## src/rtl/lebug_pkg.sv

```systemverilog
// Shared definitions for the trace buffer.
//   tb_state_t - trace buffer control state
//   cnt_bits   - width of an occupancy counter able to hold 0..entries
//   ptr_bits   - width of an index into a buffer of 'entries' slots
package lebug_pkg;

  typedef enum logic {
    IDLE  = 1'b0,
    DRAIN = 1'b1
  } tb_state_t;

  function automatic int unsigned cnt_bits(input int unsigned entries);
    return $clog2(entries + 1);
  endfunction

  function automatic int unsigned ptr_bits(input int unsigned entries);
    return (entries > 1) ? $clog2(entries) : 1;
  endfunction

endpackage

```

## src/rtl/trace_buffer_ram.sv

```systemverilog
// Simple dual-port storage for the trace buffer: one write port, one read port with a
// registered (1-cycle) output. No reset; contents are undefined until written.
//   clk   - clock
//   we    - write enable, writes wdata to mem[waddr]
//   re    - read enable, rdata <= mem[raddr] on the next edge (rdata holds otherwise)
module trace_buffer_ram #(
  parameter int unsigned Width = 256,
  parameter int unsigned Depth = 16,
  parameter int unsigned AddrW = 4
) (
  input  logic             clk,
  input  logic             we,
  input  logic [AddrW-1:0] waddr,
  input  logic [Width-1:0] wdata,
  input  logic             re,
  input  logic [AddrW-1:0] raddr,
  output logic [Width-1:0] rdata
);

  logic [Width-1:0] mem [Depth];

  always_ff @(posedge clk) begin
    if (we) mem[waddr] <= wdata;
    if (re) rdata <= mem[raddr];
  end

endmodule

```

## src/rtl/trace_buffer.sv

```systemverilog
// Circular trace memory. While tracing, every valid packed vector is captured, overwriting
// the oldest once TB_SIZE entries are held. A drain request (with tracing low) streams the
// held vectors oldest-first over a valid/ready interface.
//   tracing, valid_in, vector_in - capture side
//   drain_req                    - pulse to start readout
//   vector_out, valid_out, out_ready - readout stream
//   drain_done - one-cycle pulse after the final handshake (or after an empty drain_req)
//   count      - entries currently held
//   wrapped    - an entry was overwritten since the last drain/reset
//   dropped    - sticky: a vector arrived while draining
module trace_buffer
  import lebug_pkg::*;
#(
  parameter int unsigned N          = 8,
  parameter int unsigned DATA_WIDTH = 32,
  parameter int unsigned TB_SIZE    = 16
) (
  input  logic                         clk,
  input  logic                         rst_n,
  input  logic                         tracing,
  input  logic                         valid_in,
  input  logic [DATA_WIDTH*N-1:0]      vector_in,
  input  logic                         drain_req,
  input  logic                         out_ready,
  output logic [DATA_WIDTH*N-1:0]      vector_out,
  output logic                         valid_out,
  output logic                         drain_done,
  output logic [$clog2(TB_SIZE+1)-1:0] count,
  output logic                         wrapped,
  output logic                         dropped
);

  localparam int unsigned VecW = DATA_WIDTH * N;
  localparam int unsigned PtrW = ptr_bits(TB_SIZE);
  localparam int unsigned CntW = cnt_bits(TB_SIZE);

  tb_state_t       state_q, state_d;
  logic [PtrW-1:0] wr_ptr_q, wr_ptr_d;
  logic [PtrW-1:0] rd_ptr_q, rd_ptr_d;
  logic [CntW-1:0] count_q, count_d;
  logic [CntW-1:0] fetch_left_q, fetch_left_d;  // entries not yet read from the RAM
  logic            wrapped_q, wrapped_d;
  logic            dropped_q, dropped_d;
  logic            done_q, done_d;

  // Read pipeline: RAM output stage -> prefetch (skid) slot -> output register.
  logic            rd_v_q;
  logic            skid_v_q, skid_v_d;
  logic [VecW-1:0] skid_q, skid_d;
  logic            out_v_q, out_v_d;
  logic [VecW-1:0] out_q, out_d;
  logic [VecW-1:0] rd_data;

  logic            wr_en;
  logic            rd_en;
  logic            accept;
  logic            out_free;
  logic [1:0]      occ;

  always_comb begin
    accept = out_v_q & out_ready;
    wr_en  = (state_q == IDLE) & tracing & valid_in;
    // Items that will sit in out/skid after this edge. A read issued now lands one edge
    // later; allowing at most one keeps the worst case (no accept next cycle) within the
    // two slots, while steady-state streaming never bubbles.
    occ    = {1'b0, out_v_q} + {1'b0, skid_v_q} + {1'b0, rd_v_q} - {1'b0, accept};
    rd_en  = (state_q == DRAIN) && (fetch_left_q != '0) && (occ <= 2'd1);
  end

  always_comb begin
    state_d      = state_q;
    wr_ptr_d     = wr_ptr_q;
    rd_ptr_d     = rd_ptr_q;
    count_d      = count_q;
    fetch_left_d = fetch_left_q;
    wrapped_d    = wrapped_q;
    dropped_d    = dropped_q;
    done_d       = 1'b0;
    unique case (state_q)
      IDLE: begin
        if (wr_en) begin
          wr_ptr_d = wr_ptr_q + PtrW'(1);
          if (count_q == CntW'(TB_SIZE)) wrapped_d = 1'b1;
          else                           count_d   = count_q + CntW'(1);
        end
        if (drain_req && !tracing) begin
          if (count_q != '0) begin
            state_d      = DRAIN;
            // Oldest entry; a full buffer subtracts TB_SIZE, i.e. starts at wr_ptr.
            rd_ptr_d     = wr_ptr_q - count_q[PtrW-1:0];
            fetch_left_d = count_q;
          end else begin
            done_d = 1'b1;
          end
        end
      end
      DRAIN: begin
        if (tracing && valid_in) dropped_d = 1'b1;
        if (rd_en) begin
          rd_ptr_d     = rd_ptr_q + PtrW'(1);
          fetch_left_d = fetch_left_q - CntW'(1);
        end
        if (accept) begin
          count_d = count_q - CntW'(1);
          if (count_q == CntW'(1)) begin
            state_d   = IDLE;
            wrapped_d = 1'b0;
            done_d    = 1'b1;
          end
        end
      end
      default: state_d = IDLE;
    endcase
  end

  always_comb begin
    out_free = !out_v_q || accept;
    out_v_d  = out_v_q;
    out_d    = out_q;
    skid_v_d = skid_v_q;
    skid_d   = skid_q;
    if (out_free) begin
      if (skid_v_q) begin
        out_v_d  = 1'b1;
        out_d    = skid_q;
        skid_v_d = rd_v_q;
        skid_d   = rd_data;
      end else if (rd_v_q) begin
        out_v_d = 1'b1;
        out_d   = rd_data;
      end else begin
        out_v_d = 1'b0;
      end
    end else if (rd_v_q) begin
      skid_v_d = 1'b1;
      skid_d   = rd_data;
    end
  end

  always_ff @(posedge clk or negedge rst_n) begin
    if (!rst_n) begin
      state_q      <= IDLE;
      wr_ptr_q     <= '0;
      rd_ptr_q     <= '0;
      count_q      <= '0;
      fetch_left_q <= '0;
      wrapped_q    <= 1'b0;
      dropped_q    <= 1'b0;
      done_q       <= 1'b0;
      rd_v_q       <= 1'b0;
      skid_v_q     <= 1'b0;
      skid_q       <= '0;
      out_v_q      <= 1'b0;
      out_q        <= '0;
    end else begin
      state_q      <= state_d;
      wr_ptr_q     <= wr_ptr_d;
      rd_ptr_q     <= rd_ptr_d;
      count_q      <= count_d;
      fetch_left_q <= fetch_left_d;
      wrapped_q    <= wrapped_d;
      dropped_q    <= dropped_d;
      done_q       <= done_d;
      rd_v_q       <= rd_en;
      skid_v_q     <= skid_v_d;
      skid_q       <= skid_d;
      out_v_q      <= out_v_d;
      out_q        <= out_d;
    end
  end

  trace_buffer_ram #(
    .Width (VecW),
    .Depth (TB_SIZE),
    .AddrW (PtrW)
  ) u_ram (
    .clk   (clk),
    .we    (wr_en),
    .waddr (wr_ptr_q),
    .wdata (vector_in),
    .re    (rd_en),
    .raddr (rd_ptr_q),
    .rdata (rd_data)
  );

  assign vector_out = out_q;
  assign valid_out  = out_v_q;
  assign drain_done = done_q;
  assign count      = count_q;
  assign wrapped    = wrapped_q;
  assign dropped    = dropped_q;

endmodule

```

## config.mk

```make
export PLATFORM = sky130hd
export DESIGN_NAME = trace_buffer
export DESIGN_NICKNAME = d
export VERILOG_FILES = /design/src/rtl/lebug_pkg.sv /design/src/rtl/trace_buffer_ram.sv /design/src/rtl/trace_buffer.sv
export SDC_FILE = /design/constraint.sdc
export NUM_CORES = 2
export LEC_CHECK = 0
export ABC_AREA = 0
export CAP_MARGIN = 15
export CORE_MARGIN = 2
export CORE_UTILIZATION = 40
export CTS_CLUSTER_DIAMETER = 40
export CTS_CLUSTER_SIZE = 16
export DETAILED_ROUTE_END_ITERATION = 7
export GPL_ROUTABILITY_DRIVEN = 1
export GPL_TIMING_DRIVEN = 0
export PLACE_DENSITY = 0.66
export SLEW_MARGIN = 20
export SYNTH_ARGS = -nofsm -noshare
export SYNTH_HDL_FRONTEND = slang
export SYNTH_SLANG_ARGS = --single-unit
```

## constraint.sdc

```tcl
create_clock -name clk -period 17.5 [get_ports clk]
set_clock_uncertainty 0.1 [all_clocks]
set_input_delay 4.375 -clock clk [delete_from_list [all_inputs] [get_ports clk]]
set_output_delay 4.375 -clock clk [all_outputs]
set_load 0.005 [all_outputs]
```

# Word level (Yosys, flattened, before mapping)
# Memories as Yosys holds them, arrays and structs flattened. A register that Yosys moved wholly into a read port is not among the register bits.
# Cells that the tools add are included.
[totals]
register_bits = 537
ram_bits = 4096
inputBits = 262
mem_count = 1
[op_classes]
addsub = 9
magnitude_cmp = 1
n_eq_ne = 11
n_mux = 38
n_bitwise = 4
reduce_logical = 18
[mem_list]
columns = ["memory", "depth", "word_bits", "rd", "rd_clocked_by_memory_dff", "wr", "line", "text"]
rows = [
  ["u_ram.mem", 16, 256, 1, 1, 1, "trace_buffer_ram.sv:20", "logic [Width-1:0] mem [Depth];"],
]
[ops]
columns = ["op", "count"]
rows = [
  ["two-way mux 256 bit", 4],
  ["two-way mux 5 bit", 6],
  ["one-hot mux 5 bit (2 select lines)", 2],
  ["two-way mux 1 bit", 19],
  ["!= test 2 x 1 -> 1 bit (second input constant)", 7],
  ["two-way mux 4 bit", 3],
  ["nonzero test 5 bit", 2],
  ["subtractor 5 x 1 -> 5 bit (second input constant)", 2],
  ["adder 4 x 1 -> 4 bit (second input constant)", 2],
  ["one-hot mux 4 bit (2 select lines)", 1],
  ["AND reduction 2 bit", 4],
  ["one-hot mux 1 bit (2 select lines)", 3],
  ["AND reduction 3 bit", 2],
  ["adder 5 x 1 -> 5 bit (second input constant)", 1],
  ["== test 5 x 1 -> 1 bit (second input constant)", 1],
  ["== test 5 bit (second input constant)", 1],
  ["logical AND 1 bit", 4],
  ["!= test 2 bit (second input constant)", 2],
  ["AND reduction 4 bit", 1],
  ["nonzero test 2 bit", 2],
  ["subtractor 4 bit", 1],
  ["bitwise AND 1 bit", 3],
  ["adder 1 x 1 -> 2 bit", 1],
  ["adder 2 x 1 -> 2 bit", 1],
  ["5 further kinds", 6],
]

# Logic depth before layout (Yosys ltp)
[depth]
word_depth = 7
depth_mapped = 9

# By module
# From an unflattened synthesis, not the netlist that was laid out.
[hier_totals]
cells_unflattened = 8452
hier_area_um2 = 183966.4
[modules_own_cells]
columns = ["mod", "instances", "cells_each", "area_per_inst_um2", "seq_area_each_um2"]
rows = [
  ["trace_buffer_ram", 1, 6648, 161218.4, 130685.3],
  ["trace_buffer", 1, 1804, 22748.1, 13437.9],
]

# Worst setup path before layout
# Ideal clock, no wire load.
[synth_path]
path_kind = "in2reg"
from = "input out_ready"
to = "register rd_ptr_q[1]"
setup_time_ps = 136
arrival_time_ps = 18004
setup_slack_ps = -740
cell_stages = 9
n_path_buf = 0
path_cell_list = "and2_1 -> ha_1 -> inv_1 -> ha_1 -> a21oi_1 -> xnor2_1 -> nor2_1 -> o21ai_2 -> mux2_1"
[synth_between]
elab_chain_len = 6
[synth_rtl]
columns = ["item", "line", "text"]
rows = [
  ["from (decl)", "trace_buffer.sv:24", "input logic out_ready,"],
  ["bitwise AND 1 bit", "trace_buffer.sv:61", "accept = out_v_q & out_ready;"],
  ["subtractor 2 x 1 -> 2 bit", "trace_buffer.sv:66", "occ = {1'b0, out_v_q} + {1'b0, skid_v_q} + {1'b0, rd_v_q} - {1'b0, accept};"],
  ["<= comparator 2 x 1 -> 1 bit", "trace_buffer.sv:67", "rd_en = (state_q == DRAIN) && (fetch_left_q != '0) && (occ <= 2'd1);"],
  ["logical AND 1 bit", "trace_buffer.sv:67", ""],
  ["named net rd_en", "trace_buffer.sv:55", "logic rd_en;"],
  ["!= test 2 x 1 -> 1 bit (no line)", "--", ""],
  ["AND reduction 3 bit (no line)", "--", ""],
  ["to (signal assigned)", "trace_buffer.sv:158", "rd_ptr_q <= rd_ptr_d;"],
  ["to (decl)", "trace_buffer.sv:39", "logic [PtrW-1:0] rd_ptr_q, rd_ptr_d;"],
]
# The timed path passes the listed nets, and every way through them passes these cells.
# A chain may end at the register's enable or synchronous reset.

# Final worst setup path
[layout_path]
from = "input out_ready"
to = "register u_ram.rdata[123] (read register of u_ram.mem) (enable)"
[layout_between]
elab_chain_len = 4
[layout_rtl]
columns = ["item", "line", "text"]
rows = [
  ["bitwise AND 1 bit", "trace_buffer.sv:61", ""],
  ["subtractor 2 x 1 -> 2 bit", "trace_buffer.sv:66", ""],
  ["<= comparator 2 x 1 -> 1 bit", "trace_buffer.sv:67", ""],
  ["logical AND 1 bit", "trace_buffer.sv:67", ""],
  ["named net rd_en", "trace_buffer.sv:55", ""],
  ["to (decl)", "trace_buffer_ram.sv:17", "output logic [Width-1:0] rdata"],
]
# The timed path passes the listed nets, and every way through them passes these cells.

==> results summary <==
The total of hold buffers inserted after clock tree synthesis is 0. The critical path data arrival time came out at 8060 ps. The path class of the tightest hold or removal check is flip-flop to flip-flop. The synthesized netlist contains 50 unique library cells.

In the routed design, unresolved DRC markers number 0. The count of buffer and inverter cells on the critical path is 8. Counting instances in the post-synthesis netlist gives the leading cell types as edfxtp_1 (4352), mux4_2 (1192), dfrtp_1 (537). The biggest area contributor in the post-synthesis netlist is edfxtp_1.

The portion of synthesized cell area occupied by the leading cell type came out at ~71%. The first global-routing pass estimated 695 mm of wire. The biggest cell delay along the critical path came out at between 600 and 700 ps.

In this run the deepest clock path goes through 4 buffers. The placed wire-length estimate after detailed placement came out at 324 mm. The data required time at the worst endpoint is ~18000 ps. The power density normalized to cell area came out at ~170 nW/um2. After synthesis, the largest family of logic cells by area is multiplexers. The largest fanout on the critical path is 18. The number of antenna violations at the first check in global routing is approximately 170. The post-detailed-route count of antenna-violating nets came out at 0. The share of synthesized area occupied by flip-flops and latches is between 70% and 80%. During placement, the flow inserted port buffers numbering ~530. Yosys attributes the largest share of cell area to edfxtp_1 (71%), mux4_2 (15%), dfrtp_1 (7.3%).

The fraction of registers with async set/reset is a little over a tenth. The endpoint class of the critical path is a flip-flop. Measured against its own limit, the worst slew margin works out to 15.2%.

The flip-flop and latch count after synthesis is about 4900. Of the post-synthesis cell area, the part taken by muxes is 17.9%. The number of pins exceeding their max-slew limit in the final report came out at 0. After global routing the overflow that remains totals 0.

The post-synthesis instance area is roughly 180000 um2. The fraction of the core area covered by cells at the end of the flow is 47.8%. The synthesized area per cell came out at 22.8 um2. The highest clock frequency the design can meet came out at ~140 MHz. Setup violations remaining at the end of the flow were counted as 0. Relative to the synthesized area, the layout overhead comes to 19.3%. The max-cap violation count is 0. The run finished with clean final reports. The total I/O pin count is between 500 and 600. The overall die width came out at a little under 700 um. The adder and majority cell fraction of the synthesized area is less than 1%. The register-to-register setup slack is between 10000 and 15000 ps. The post-route netlist has 27.9% of its cells at a drive strength greater than 1. The via count is about 90000. The maximum ir drop on the vdd rail came out at about 0.00012 V. Entering global routing, the biggest net connects 92 pins. The synthesized netlist cell count came out at between 8000 and 9000. The filler cell count in the final layout is around 37000. The minimum setup slack after placement is between 9000 and 10000 ps. The kind of start point of the critical path is an input pin.

The final critical-path setup slack came out at 10110 ps. The cell area after placement is about 200000 um2. The leakage component of the power is 71.3 nW. The summed area of non-filler cells in the final layout is around 220000 um2. Summing all flip-flop and latch instances after layout gives 144000 um2.

The area enclosed by the die boundary came out at around 470000 um2. The net count of the finished layout came out at between 9000 and 10000. The insertion delay of the later-clocked pin in the worst-skew pair came out at 1070 ps. The average vias per placed instance is approximately 5.6. The number of violations reported at the end of detailed-routing iteration 0 is between 10000 and 15000.

TritonCTS built the clock tree. The synthesized-area fraction occupied by ao, oa, aoi and oai cells is under 10%. The signal on the critical path passes through clkdlybuf4s50_1 > and2_1 > ha_1 > inv_1 > ha_1 > a21oi_1 > xnor2_1 > nor2_4 > buf_16 > buf_16 > buf_16 > buf_16 > buf_16 > buf_12. The overall routed net length came out at 501 mm. The start-to-end type of the worst setup path is input pin to flip-flop.

The xor and xnor area share after synthesis came out at less than 1%. The sum of negative setup slack came out at 0 ps. The number of failing hold endpoints at the final stage is 0. The number of nets handed over by synthesis was roughly 8400.

Once the floorplan was initialized, standard cells occupied ~40% of the core. The final critical path time including I/O delays and setup came out at 7390 ps. By instance count, the cell type seen most on the critical path is buf_16. The first detailed-routing pass took 5 iterations. After clock tree synthesis, the clock-pin slew on the worst setup and hold paths is ~60 ps. The die is between 600 and 700 um tall. The number of resized instances in the post-cts repair step came out at 0. Counting the buffers created by CTS gives 519. The multi-input combinational cells in the finished layout cover a total of roughly 38000 um2.

The global-route usage over all layers is 21.2%. The final cycle utilization of the critical path came out at around 42%. The count of flip-flops with a built-in enable after synthesis is roughly 4400. The count of warnings emitted by yosys came out at 0. The core outline area is 459000 um2. The most frequently used flop master after synthesis is edfxtp_1. The routability congestion estimate is roughly 0.77. The slowest stage of the critical path belongs to the cell clkdlybuf4s50_1. In this run the core area contains roughly 250 standard-cell rows. The number of global-route vias before repair is about 91000.

The cell family with the largest share of critical-path delay is buffers and inverters. By instance count, the leading cell after synthesis is edfxtp_1. The maximum level of the CTS H-tree came out at 6. The synthesized netlist devotes approximately 1.2% of its cell area to simple gates. After detailed routing, the average wire length per cell comes to between 30 and 40 um.

Clock tree synthesis selected as its root buffer the cell clkbuf_16. The clock net sink count came out at between 4000 and 5000. The worst-margin pin slew is between 1000 and 1500 ps. The number of post-CTS setup repair buffers is 0.

Setup repair after global routing left no endpoint under its margin.
-- sequential cells by signal, indices dropped and copies added (netlist names) --
name / count
skid_q: 256
count: 5
dropped: 1
rd_ptr_q: 4
state_q: 1
drain_done: 1
rd_v_q: 1
fetch_left_q: 5
wr_ptr_q: 4
wrapped: 1
vector_out: 256
valid_out: 1
u_ram.rdata: 256
u_ram.mem: 4096
skid_v_q: 1
-- worst reg2reg max path: cells and delay by family (launching register included) --
family / cells / cell delay (ps)
buf+inv: 5 / 2760
compound gates: 2 / 1000
flops: 1 / 350
-- area by class of cell --
class	count	share of cell area, %
flip-flops and latches	4889	65.6
multi-input cells	2734	17.3
clock buffers	603	6.34
repair buffers	707	4.43
well taps	6149	3.50
clock inverters	344	1.78
plain buffers	435	0.912
diodes	57	0.0649
inverters	16	0.0273
-- cells in the final DEF (no fill, tap or decap), types with 111 or more instances in the layout --
cell type,n
buf_2,131
dfrtp_1,537
edfxtp_1,4352
mux4_2,1192
clkbuf_16,544
nor2_1,266
clkbuf_1,263
mux2_2,257
buf_16,111
clkdlybuf4s50_1,525
a21oi_1,317
mux2i_1,314
-- metal layers --
layer	vias up	track usage (%)	part of all wire (%)
met3	976	5.19	8.5
li1	36300	-	-
met1	47700	26.4	37
met5	-	0	0.12
met4	100	7.99	4.1
met2	3982	35.9	50
-- cells by family (layout without fill, tap and decap cells) --
logic type / Yosys count / in the layout
compound gates: 463 / 463
xor+xnor: 13 / 13
fa+ha+maj: 16 / 16
buf+inv: 451 / 2105
flops: 4889 / 4889
mux: 1765 / 1765
other cells: 0 / 57
simple gates: 477 / 477
-- power by group --
part	total [W]	leakage [nW]	internal, W	switching [W]
Combinational	0.0109	17.3	0.00501	0.00592
Sequential	0.0149	45.4	0.0142	0.000746
Clock	0.0113	8.62	0.00655	0.00477
-- metrics by stage --
| stage | cells | total power, W | hold WS (ps) |
|---|---|---|---|
| floorplan | 8074 | 0.0215 | 368 |
| global placement | 14700 | 0.0254 | 386 |
| detailed placement | 14900 | 0.0263 | 392 |
| CTS | 15900 | 0.0376 | 405 |
| global route | 15900 | 0.0386 | 413 |
| finish | 15900 | 0.0372 | 402 |
-- final timing paths --
check	cells after the start	from	to
worst min-delay path	1	skid_q[126]$_DFFE_PN0P_	skid_q[126]$_DFFE_PN0P_
worst min register to register	1	skid_q[126]$_DFFE_PN0P_	skid_q[126]$_DFFE_PN0P_
worst max register to register	7	rd_ptr_q[1]$_DFFE_PN0P_	u_ram.rdata[161]$_DFFE_PP_
worst max-delay path	14	out_ready	u_ram.rdata[123]$_DFFE_PP_
max in group asynchronous	4	rst_n	vector_out[141]$_DFFE_PN0P_
min in group asynchronous	1	rst_n	vector_out[27]$_DFFE_PN0P_
Note: power is estimated with default switching activity, not from simulation.
